===== config.mk =====
export PLATFORM = sky130hd
export DESIGN_NAME = hilo_ctrl
export DESIGN_NICKNAME = d
export VERILOG_FILES = /design/src/rtl/hilo_pkg.sv /design/src/rtl/hilo_ctrl.sv
export SDC_FILE = /design/constraint.sdc
export NUM_CORES = 1
export LEC_CHECK = 0
export BUFFER_PORTS_ARGS = -buffer_cell sky130_fd_sc_hd__buf_2
export CAP_MARGIN = 10
export CORE_ASPECT_RATIO = 1.25
export CORE_MARGIN = 2
export CORE_UTILIZATION = 45
export DETAILED_ROUTE_END_ITERATION = 7
export PLACE_DENSITY = 0.71
export SLEW_MARGIN = 30
export SYNTH_ARGS = -nofsm -noshare
export SYNTH_HDL_FRONTEND = slang
export SYNTH_SLANG_ARGS = --single-unit
export TNS_END_PERCENT = 20

===== constraint.sdc =====
create_clock -name clk -period 8 [get_ports clk]
set_input_delay 1.2 -clock clk [delete_from_list [all_inputs] [get_ports clk]]
set_output_delay 1.2 -clock clk [all_outputs]
set_load 0.01 [all_outputs]

===== src/rtl/hilo_pkg.sv =====
// Shared types for the HI/LO divide-issue stage: op encodings, FSM states, default widths.
package hilo_pkg;

    localparam int W_DEF   = 32;
    localparam int TMO_DEF = 64;

    typedef enum logic [1:0] {
        OP_DIVU = 2'd0,
        OP_DIV  = 2'd1,
        OP_MTHI = 2'd2,
        OP_MTLO = 2'd3
    } op_e;

    typedef enum logic [1:0] {
        S_IDLE   = 2'd0,
        S_LAUNCH = 2'd1,
        S_WAIT   = 2'd2,
        S_WRITE  = 2'd3
    } state_e;

    // DIV and DIVU share op_code[1]=0; bit 0 selects signed mode.
    function automatic logic is_div(input op_e op);
        return ~op[1];
    endfunction

endpackage


===== src/rtl/hilo_ctrl.sv =====
// HI/LO result stage: issues divides to an external iterative divider, handles MTHI/MTLO/MFHI/MFLO.
// Optional divider watchdog enabled by defining HILO_WDOG_EN.
module hilo_ctrl
    import hilo_pkg::*;
#(
    parameter int W   = W_DEF,
    parameter int TMO = TMO_DEF
) (
    input  logic         clk,
    input  logic         hilorst,
    input  logic         op_valid,
    output logic         op_ready,
    input  logic [1:0]   op_code,
    input  logic [W-1:0] rs_val,
    input  logic [W-1:0] rt_val,
    input  logic         mf_req,
    input  logic         mf_sel,
    output logic [W-1:0] mf_data,
    output logic         stall,
    output logic [W-1:0] div_a,
    output logic [W-1:0] div_b,
    output logic         div_signed,
    output logic         div_start,
    input  logic [W-1:0] div_q,
    input  logic [W-1:0] div_r,
    input  logic         div_done,
    output logic         div_err
);

    state_e       state_reg, state_next;
    logic [W-1:0] hi_reg, hi_next;
    logic [W-1:0] lo_reg, lo_next;
    logic [W-1:0] div_a_reg, div_a_next;
    logic [W-1:0] div_b_reg, div_b_next;
    logic         div_signed_reg, div_signed_next;
    logic         first_reg, first_next;
    logic         rdy_reg;
    op_e          op;
    logic         accept;

`ifdef HILO_WDOG_EN
    localparam int CW = $clog2(TMO + 1);
    logic [CW-1:0] cnt_reg, cnt_next;
    logic          err_reg, err_next;
`endif

    assign op = op_e'(op_code);

    // rdy_reg holds op_ready low until the first edge after reset release.
    always_ff @(posedge clk or posedge hilorst) begin
        if (hilorst) begin
            state_reg      <= S_IDLE;
            hi_reg         <= '0;
            lo_reg         <= '0;
            div_a_reg      <= '0;
            div_b_reg      <= '0;
            div_signed_reg <= 1'b0;
            first_reg      <= 1'b0;
            rdy_reg        <= 1'b0;
        end else begin
            state_reg      <= state_next;
            hi_reg         <= hi_next;
            lo_reg         <= lo_next;
            div_a_reg      <= div_a_next;
            div_b_reg      <= div_b_next;
            div_signed_reg <= div_signed_next;
            first_reg      <= first_next;
            rdy_reg        <= 1'b1;
        end
    end

`ifdef HILO_WDOG_EN
    always_ff @(posedge clk or posedge hilorst) begin
        if (hilorst) begin
            cnt_reg <= '0;
            err_reg <= 1'b0;
        end else begin
            cnt_reg <= cnt_next;
            err_reg <= err_next;
        end
    end
`endif

    always_comb begin
        state_next      = state_reg;
        hi_next         = hi_reg;
        lo_next         = lo_reg;
        div_a_next      = div_a_reg;
        div_b_next      = div_b_reg;
        div_signed_next = div_signed_reg;
        first_next      = first_reg;
        div_start       = 1'b0;
        op_ready        = (state_reg == S_IDLE) && rdy_reg;
        accept          = op_valid && op_ready;
`ifdef HILO_WDOG_EN
        cnt_next        = cnt_reg;
        err_next        = err_reg;
`endif

        case (state_reg)
            S_IDLE: begin
                if (accept) begin
                    if (is_div(op)) begin
                        if (rt_val == '0) begin
                            // Divide by zero resolves locally, without touching the divider.
                            hi_next = rs_val;
                            lo_next = '1;
                        end else begin
                            div_a_next      = rs_val;
                            div_b_next      = rt_val;
                            div_signed_next = op_code[0];
                            state_next      = S_LAUNCH;
                        end
                    end else if (op == OP_MTHI) begin
                        hi_next = rs_val;
                    end else begin
                        lo_next = rs_val;
                    end
                end
            end

            S_LAUNCH: begin
                div_start  = 1'b1;
                first_next = 1'b1;
                state_next = S_WAIT;
`ifdef HILO_WDOG_EN
                cnt_next   = '0;
`endif
            end

            S_WAIT: begin
                // div_done may still show the previous result on the first WAIT cycle.
                first_next = 1'b0;
                if (!first_reg && div_done) begin
                    state_next = S_WRITE;
`ifdef HILO_WDOG_EN
                end else if (cnt_reg == CW'(TMO - 1)) begin
                    hi_next    = '0;
                    lo_next    = '0;
                    err_next   = 1'b1;
                    state_next = S_IDLE;
                end else begin
                    cnt_next = cnt_reg + 1'b1;
`endif
                end
            end

            S_WRITE: begin
                lo_next    = div_q;
                hi_next    = div_r;
                state_next = S_IDLE;
            end

            default: state_next = S_IDLE;
        endcase
    end

    assign stall      = (mf_req && (state_reg != S_IDLE)) || (op_valid && !op_ready);
    assign mf_data    = mf_sel ? hi_reg : lo_reg;
    assign div_a      = div_a_reg;
    assign div_b      = div_b_reg;
    assign div_signed = div_signed_reg;

`ifdef HILO_WDOG_EN
    assign div_err = err_reg;
`else
    assign div_err = 1'b0;
`endif

endmodule


==> metrics.md, run 1 <==
| Metric | Value |
|---|---|
| Run status | finished clean |
| Pint | 2.53 mW |
| Avg WL per Cell | between 15 and 20 um |
| WP buf/inv | 3 |
| Unrepaired setup endpoints after global routing | false |
| Synth Instances | 630 |
| Clock Path Buffers | 2 |
| CP Cell Sequence | buf_2 -> nor4_1 -> nand2_1 -> or4_2 -> buf_4 -> and2_2 -> buf_4 -> mux2_4 |
| RePlAce Congestion | around 0.74 |
| Fill cells | 1,361 |
| Post-Syn Area per Cell | about 12 um2 |
| Hold_buf cts | 0 |
| Largest area contributor in the netlist | dfrtp_1 |
| Total Wirelength | 18.7 mm |
| Clock latency on the worst-skew pair | between 400 and 500 ps |
| IO Count | between 200 and 250 |
| Most used cell, CP | buf_4 |
| Final Util | 0.579 |
| Synth Cell Area | between 7000 and 8000 um2 |
| Layout Cells excl Fill | around 1,100 |
| TNS Setup | 0 ps |
| Share of post-route cells with drive strength above 1 | 0.527 |
| Yosys top cell area share | 0.446 |
| Post-Place Cells | about 1,000 |
| Syn Nets | 770 |
| Max Freq | about 270 MHz |
| Clk pwr share | 0.213 |
| Congestion Overflow GR | 0 |
| DRC | 0 |
| Initial antenna violation count | 1 |
| H-tree depth | 4 |
| ANT cells | 0 |
| Total track usage | 0.218 |
| Power, Total | about 4 mW |
| Die Ht | between 100 and 150 um |
| Max IR drop VDD | 0.262 mV |
| Final Hold Violating Endpoints | 0 |
| Die Width | about 120 um |
| Via count | a little under 6,000 |
| Top-count cell post-synth | dfrtp_1 |
| Crit path arrival time | just over 4000 ps |
| Hpwl dp | between 10 and 15 mm |
| Max cap viols | 0 |
| CTS root buffer | clkbuf_16 |
| Site Rows | 52 |
| Max stage delay on crit path | approximately 660 ps |
| Setup ws final | approximately 4200 ps |
| Reg-to-reg setup timing slack | 4960 ps |
| Post-CTS setup buffer count | 0 |
| P_sw | roughly 1.4 mW |
| Crit path required time | a little over 8000 ps |
| Post-synthesis cell type count | 33 |
| Pre-antenna DRT Iters | 4 |
| Area growth, synth to finish | 25.9% |
| Post-place setup slack | approximately 3800 ps |
| CP endpoint kind | register |
| Core footprint | 16,200 um2 |
| Cts repair resizes | 0 |
| Setup Viol. Count Final | 0 |
| CTS tree | built |
| Nets | approximately 970 |
| Post-synth top cells | dfrtp_1 (133), mux2_2 (120), mux2_4 (40), nand2_1 (40), clkbuf_1 (39) |
| First-pass GRT wire length | 30.4 mm |
| Avg Vias per Cell | about 5.5 |
| CP max-delay cell | or4_2 |
| Port Buffers | 235 |
| Max-slew headroom | 0.432 |
| Leak Pwr | between 4 and 5 nW |
| Initial drt markers | 260 |
| Combinational group share of total power | 0.477 |
| Crit path max fanout | between 60 and 70 |
| HP Class | reg -> reg |
| Slew @ Worst Pin | between 800 and 900 ps |
| Switching share of power | 0.356 |
| Die ar. | between 15,000 and 20,000 um2 |
| Reg power frac | 0.310 |
| Initial Utilization | 0.460 |
| Register area share after synthesis | 0.446 |
| Largest cells by area after synthesis | dfrtp_1 (45%), mux2_2 (18%), mux2_4 (8.1%) |
| Fin crit period | between 3000 and 4000 ps |
| CTS Buf Count | 17 |
| Flops & latches, synth | about 130 |
| Vias in the first global route | 5,985 |
| Ys flop type | dfrtp_1 |
| Final slew viol count | 0 |
| Final worst-path cycle share | 0.471 |
| Top delay family on crit path | simple AND/OR/NAND/NOR gates |
| Pwr Density | between 400 and 500 nW/um2 |
| EDFF count, synth | 0 |
| Clock slew at reported path FFs | 60 ps |
| Largest net degree at the start of global routing | 97 |
| Final Skew | approximately 7.8 ps |
| YS warnings | 0 |
| Startpoint Class | input port |
| Antenna Nets Post-Route | 0 |
| CTS Sinks | ~130 |
| Post-synth ARST share | 1.00 |
| Crit path kind | in -> reg |
per-stage QoR:
step	instance area [um2]	hold WS, ps
6_report	9380	489
2_1_floorplan	7450	452
5_1_grt	9380	513
3_5_place_dp	8700	475
3_3_place_gp	8700	466
4_1_cts	9340	488
worst paths after layout:
path,start,depth (start not counted),endpoint
min in group asynchronous,hilorst,2,div_b[31]
hold reg to reg,hi_reg[7],1,hi_reg[7]
max in group asynchronous,hilorst,3,lo_reg[30]
setup reg to reg,state_reg[0],7,div_a[11]
setup / recovery,rt_val[15],8,div_a[11]
hold / removal,hi_reg[7],1,hi_reg[7]
layout make-up:
class                   count  area (um2)  area share
repair buffers            244        1270       0.135
clock inverters            14         199      0.0212
well taps                 216         270      0.0288
inverters                   8        35.0     0.00373
clock buffers              18         439      0.0468
multi-input cells         428        3840       0.410
flip-flops and latches    133        3330       0.355
layer usage:
metal / track usage / share of wire / up-vias
met5: 0 / 0.00070 / -
met4: 0.0619 / 0.0098 / 2
met3: 0.0648 / 0.066 / 21
met2: 0.379 / 0.52 / 192
met1: 0.261 / 0.41 / 2874
li1: - / - / 2765
power by group through the flow:
stage               combinational [mW]  sequential, mW  clock, mW
floorplan                         1.29            1.26          0
global placement                  1.82            1.22          0
detailed placement                1.88            1.22          0
CTS                               1.88            1.22      0.860
global route                      2.06            1.26      0.895
finish                            1.88            1.22      0.840
layout by cell type (no fill, tap or decap), types with 4 or more instances in the layout:
cell          n
a311o_1      32
buf_2       235
buf_4         7
bufinv_16     4
clkbuf_16    17
clkinvlp_4    4
dfrtp_1     133
inv_1         7
inv_6         4
mux2_2      120
mux2_4       40
mux2i_1      33
nand2_1      39
nand2b_1     32
nand3_1      33
nor3_1       33
nor4_1        8
o311ai_0     32
worst reg2reg max path: stages (launching register included):
cell,delay (ps)
dfrtp_1,440
inv_1,130
ha_2,280
inv_1,90
nor3_1,370
and2_2,720
buf_4,520
mux2_4,370
kinds of logic (layout without fill, tap and decap cells):
group | Yosys count | in the layout | share of synthesized area
AO/OA/AOI/OAI | 73 | 73 | 0.0895
adder cells (fa/ha/maj) | 4 | 4 | 0.00671
buffers and inverters | 69 | 284 | 0.0426
flip-flops | 133 | 133 | 0.446
multiplexers | 195 | 195 | 0.309
other | 2 | 2 | 0.00101
AND/OR/NAND/NOR | 154 | 154 | 0.105
(Power assumes the default switching activity.)
==> inputs of run 2 (changes only) <==
PLACE_DENSITY = 0.74   (was 0.71)
clock period = 3.25 ns   (was 8 ns; I/O delays follow)
==> metrics.md, run 2 (synthesis gave the netlist of run 1 again) <==
| Metric | Value |
|---|---|
| Run status | finished clean |
| Startpoint Class | register |
| Die ar. | 17,600 um2 (unchanged) |
| Post-place setup slack | 386 ps (-3380 ps) |
| CTS Sinks | 133 (unchanged) |
| CP max-delay cell | or3_1 |
| Max Freq | approximately 380 MHz |
| Final Skew | 4.19 ps (-3.62 ps) |
| Via count | 5,784 (-1.2%) |
| Share of post-route cells with drive strength above 1 | 0.526 (-0.000684) |
| Nets | 976 (+0.41%) |
| Hpwl dp | 12.6 mm (+1.8%) |
| Final hold slack | 264 ps (-225 ps) |
| Area growth, synth to finish | 24.9% |
| Vias in the first global route | 5,968 (-0.28%) |
| Fin crit period | around 2700 ps |
| Design Area, Final | 9310 um2 (-0.77%) |
| Leak Pwr | 4.10 nW (-0.77%) |
| TNS Setup | 0 ps (unchanged) |
| Port Buffers | 235 (unchanged) |
| Post-CTS setup buffer count | 0 (unchanged) |
| Final Util | 0.575 (-0.00448) |
| H-tree depth | 4 (unchanged) |
| Total Wirelength | 18.7 mm (+0.24%) |
| Site Rows | 52 (unchanged) |
| Final slew viol count | 0 (unchanged) |
| Cts repair resizes | 0 (unchanged) |
| Commonest cells after routing, fill and taps aside | buf_2 (235), dfrtp_1 (133), mux2_2 (120), nand2_1 (40), mux2_4 (40) |
| Crit path kind | reg -> reg |
| Initial antenna violation count | 0 (-1) |
| R2R depth | 8 (+1) |
| CP endpoint kind | register |
| Max-slew headroom | 0.367 (-0.0652) |
| Largest net degree at the start of global routing | 134 (+38%) |
| DRC | 0 (unchanged) |
| CTS Buf Count | 17 (unchanged) |
| Post-DP Area | 8780 um2 (+0.93%) |
| Pwr Density | 1000 nW/um2 (+140%) |
| HP Class | in -> async |
| Commonest non-fill, non-tap cell in the layout | buf_2 |
| Avg Vias per Cell | 5.44 (-1.5%) |
| CP Cell Sequence | inv_1 -> ha_2 -> inv_1 -> or3_1 -> buf_4 -> nand3_1 -> o311ai_0 -> a311o_1 |
| IO Count | 237 (unchanged) |
| Congestion Overflow GR | 0 (unchanged) |
| Avg WL per Cell | 17.6 um (about the same) |
| Setup crit start | state_reg[0] |
| Setup Viol. Count Final | 0 (unchanged) |
| Crit path to | lo_reg[13] |
| Antenna Nets Post-Route | 0 (unchanged) |
| Clock slew at reported path FFs | 60 ps (about the same) |
| Clock latency on the worst-skew pair | 420 ps (about the same) |
| Total track usage | 0.216 (-0.00161) |
| Slew @ Worst Pin | 950 ps (+97.9 ps) |
| Hold_buf cts | 0 (unchanged) |
| Power, Total | 9.35 mW (+140%) |
| Setup ws final | 591 ps (-3640 ps) |
| Unrepaired setup endpoints after global routing | false |
| First-pass GRT wire length | 30.4 mm (-0.23%) |
| Reg-to-reg setup timing slack | 590 ps (-4370 ps) |
| CTS root buffer | clkbuf_16 |
| Worst flop-to-flop path startpoint | state_reg[0] |
| Clock Path Buffers | 2 (unchanged) |
| Layout Cells excl Fill | 1,064 (+0.28%) |
| Post-Place Cells | 1,033 (+0.58%) |
| Initial drt markers | 272 (+4.6%) |
| R2r endpoint | lo_reg[13] |
| Initial Utilization | 0.460 (unchanged) |
| RePlAce Congestion | 0.764 (+2.8%) |
| ANT cells | 0 (unchanged) |
| Crit path arrival time | 2960 ps (-1110 ps) |
| CTS tree | built |
| Crit path required time | 3550 ps (-4750 ps) |
| Core footprint | 16,200 um2 (unchanged) |
| Final Hold Violating Endpoints | 0 (unchanged) |
| Final worst-path cycle share | 0.818 |
| Crit path max fanout | 18 (-74%) |
| Max IR drop VDD | 0.591 mV (+130%) |
| Most used cell, CP | inv_1 |
| Max stage delay on crit path | 660 ps (about the same) |
| Die Ht | 148 um (unchanged) |
| Die Width | 119 um (unchanged) |
| Pre-antenna DRT Iters | 4 (unchanged) |
| Max cap viols | 0 (unchanged) |
[run 2: cell types whose count changed in the layout (fill, tap and decap cells not counted)]
cell | before | now
buf_4 | 7 | 10
clkinvlp_4 | 4 | 6
clkbuf_1 | 0 | 1
clkinv_2 | 1 | 4
buf_12 | 2 | 3
inv_6 | 4 | 1
nand2_1 | 39 | 40
nand2_2 | 1 | 0
bufinv_16 | 4 | 0
[run 2: cell type report]
type / instances / area [um2]
Timing Repair Buffer: 248 / 1310
Fill cell: 1405 / 6890
Tap cell: 216 / 270
Sequential cell: 133 / 3330
Multi-Input combinational cell: 428 / 3840
Clock buffer: 19 / 443
Inverter: 8 / 33.8
Clock inverter: 12 / 83.8
[run 2: power breakdown]
group | internal, mW | switching (mW) | total (mW)
clock | 0.987 | 0.755 | 1.74
sequential | 2.50 | 0.507 | 3.01
combinational | 2.42 | 2.18 | 4.60
total | 5.91 | 3.44 | 9.35
[run 2: worst min-delay path by stage]
stage                     slack (ps)  depth (start not counted)         to
after floorplan                  450                          1  hi_reg[6]
after global placement           460                          1  hi_reg[7]
after detailed placement         470                          1  hi_reg[7]
after CTS                        300                          2   div_b[9]
after global routing             300                          2  div_a[24]
final                            260                          3   div_a[7]
[run 2: worst max-delay path, delay by kind of cell (launching register included)]
family / cells / cell delay [ps]
DFF: 1 / 450
buffers and inverters: 3 / 570
AOI/OAI and AO/OA: 2 / 460
and+or+nand+nor: 2 / 770
adders and majority gates: 1 / 280
[run 2: layer usage]
metal	vias to the layer above	share of wire	GRT usage
met5	-	0	0
met4	0	0.013	0.0643
met3	18	0.064	0.0563
met2	190	0.50	0.371
met1	2812	0.42	0.267
li1	2764	-	-
==> inputs of run 3 (changes only) <==
PLACE_DENSITY = 0.71   (was 0.74)
clock period = 2.5 ns   (was 3.25 ns; I/O delays follow)
==> metrics.md, run 3 (synthesis gave the netlist of run 1 again) <==
| Metric | Value |
|---|---|
| Core footprint | 16,200 um2 (unchanged) |
| Max stage delay on crit path | 760 ps (+100 ps) |
| Clock latency on the worst-skew pair | 420 ps (about the same) |
| Area growth, synth to finish | 28.7% |
| Die ar. | 17,600 um2 (unchanged) |
| Cts repair resizes | 0 (unchanged) |
| Die Width | 119 um (unchanged) |
| Pre-antenna DRT Iters | 4 (unchanged) |
| Unrepaired setup endpoints after global routing | false |
| Commonest non-fill, non-tap cell in the layout | buf_2 |
| CTS root buffer | clkbuf_16 |
| Vias in the first global route | 6,055 (+1.5%) |
| Total track usage | 0.216 (+0.000319) |
| Post-place setup slack | -245 ps (-631 ps) |
| HP Class | in -> async |
| DRC | 0 (unchanged) |
| Total Wirelength | 18.6 mm (-0.58%) |
| Final worst-path cycle share | 0.915 |
| Hold_buf cts | 0 (unchanged) |
| Port Buffers | 235 (unchanged) |
| Max IR drop VDD | 0.609 mV (+3.0%) |
| Initial Utilization | 0.460 (unchanged) |
| H-tree depth | 4 (unchanged) |
| Power, Total | 12.6 mW (+35%) |
| ANT cells | 0 (unchanged) |
| Max Freq | between 400 and 500 MHz |
| Run status | finished clean |
| CP endpoint kind | register |
| CTS Sinks | 133 (unchanged) |
| Avg Vias per Cell | 5.39 (-0.77%) |
| CTS Buf Count | 17 (unchanged) |
| Congestion Overflow GR | 0 (unchanged) |
| Layout Cells excl Fill | 1,083 (+1.8%) |
| Hpwl dp | 13.2 mm (+4.1%) |
| RePlAce Congestion | 0.739 (-3.3%) |
| Antenna Nets Post-Route | 0 (unchanged) |
| Final slew viol count | 0 (unchanged) |
| Commonest cells after routing, fill and taps aside | buf_2 (235), dfrtp_1 (133), mux2_2 (120), nand2_1 (40), mux2_4 (40) |
| Max cap viols | 0 (unchanged) |
| CTS tree | built |
| Crit path kind | in -> reg |
| Via count | 5,842 (+1.0%) |
| Startpoint Class | input port |
| Pwr Density | 1310 nW/um2 (+31%) |
| Initial drt markers | 294 (+8.1%) |
| IO Count | 237 (unchanged) |
| First-pass GRT wire length | 30.4 mm (about the same) |
| Crit path max fanout | 26 (+8) |
| Post-Place Cells | 1,051 (+1.7%) |
| TNS Setup | 0 ps (unchanged) |
| Largest net degree at the start of global routing | 72 (-46%) |
| Setup ws final | 213 ps (-378 ps) |
| CP Cell Sequence | buf_2 -> nor4_1 -> nand2_1 -> or4_2 -> and2_2 -> buf_12 -> mux2_4 |
| Avg WL per Cell | 17.2 um (-2.3%) |
| Setup Viol. Count Final | 0 (unchanged) |
| Crit path required time | 2800 ps (-750 ps) |
| Leak Pwr | 4.24 nW (+3.3%) |
| CP max-delay cell | or4_2 |
| Post-CTS setup buffer count | 0 (unchanged) |
| Final Skew | 12.3 ps (+8.15 ps) |
| Site Rows | 52 (unchanged) |
| Share of post-route cells with drive strength above 1 | 0.537 (+0.0115) |
| Clock Path Buffers | 2 (unchanged) |
| Die Ht | 148 um (unchanged) |
| Nets | 994 (+1.8%) |
| Initial antenna violation count | 0 (unchanged) |
| Fin crit period | approximately 2300 ps |
| Final Hold Violating Endpoints | 0 (unchanged) |
| Clock slew at reported path FFs | 60 ps (about the same) |
| Crit path arrival time | 2590 ps (-370 ps) |
run 3: changes by cell type in the layout (fill, tap and decap cells not counted):
cell | before | now
inv_8 | 0 | 1
clkinv_2 | 4 | 1
bufinv_16 | 0 | 1
buf_12 | 3 | 11
inv_6 | 1 | 5
clkbuf_1 | 1 | 0
clkinv_4 | 2 | 3
clkinvlp_4 | 6 | 5
buf_4 | 10 | 20
clkbuf_8 | 1 | 0
run 3: worst max-delay path: cells and delay by family:
kind | cells | cell delay (ps)
muxes | 1 | 320
and+or+nand+nor | 4 | 1590
buffers and inverters | 2 | 280
run 3: where the power goes:
| group | internal (mW) | switching, mW | leakage [nW] |
|---|---|---|---|
| combinational | 3.36 | 2.88 | 2.43 |
| sequential | 3.25 | 0.657 | 1.54 |
| clock | 1.39 | 1.03 | 0.269 |
| total | 8.00 | 4.57 | 4.24 |
run 3: worst paths after layout:
kind	from	endpoint	depth (start not counted)	slack (ps)
setup / recovery	rt_val[15]	div_a[6]	7	210
hold / removal	hilorst	div_b[27]	3	80
setup reg to reg	state_reg[0]	hi_reg[3]	6	220
hold reg to reg	hi_reg[6]	hi_reg[6]	1	480
max in group asynchronous	hilorst	lo_reg[26]	3	2100
min in group clk	rt_val[16]	div_b[16]	2	200
run 3: cell type report:
| class | count | area, um2 |
|---|---|---|
| Multi-Input combinational cell | 428 | 3840 |
| Inverter | 8 | 33.8 |
| Timing Repair Buffer | 266 | 1550 |
| Clock inverter | 15 | 146 |
| Tap cell | 216 | 270 |
| Sequential cell | 133 | 3330 |
| Fill cell | 1388 | 6610 |
| Clock buffer | 17 | 425 |
run 3: stage by stage:
stage	area, um2	hold slack [ps]	util
finish	9590	77.4	0.592
floorplan	7460	452	-
detailed placement	9020	469	0.557
global placement	9020	463	0.557
CTS	9590	82.8	0.592
global route	9590	104	0.592
run 3: metal layers:
layer / vias to the layer above / track usage / routed length [um]
li1: 2810 / - / -
met1: 2832 / 0.263 / 8000
met2: 182 / 0.375 / 9330
met3: 18 / 0.0571 / 1050
met4: 0 / 0.0673 / 244
met5: - / 0 / 0
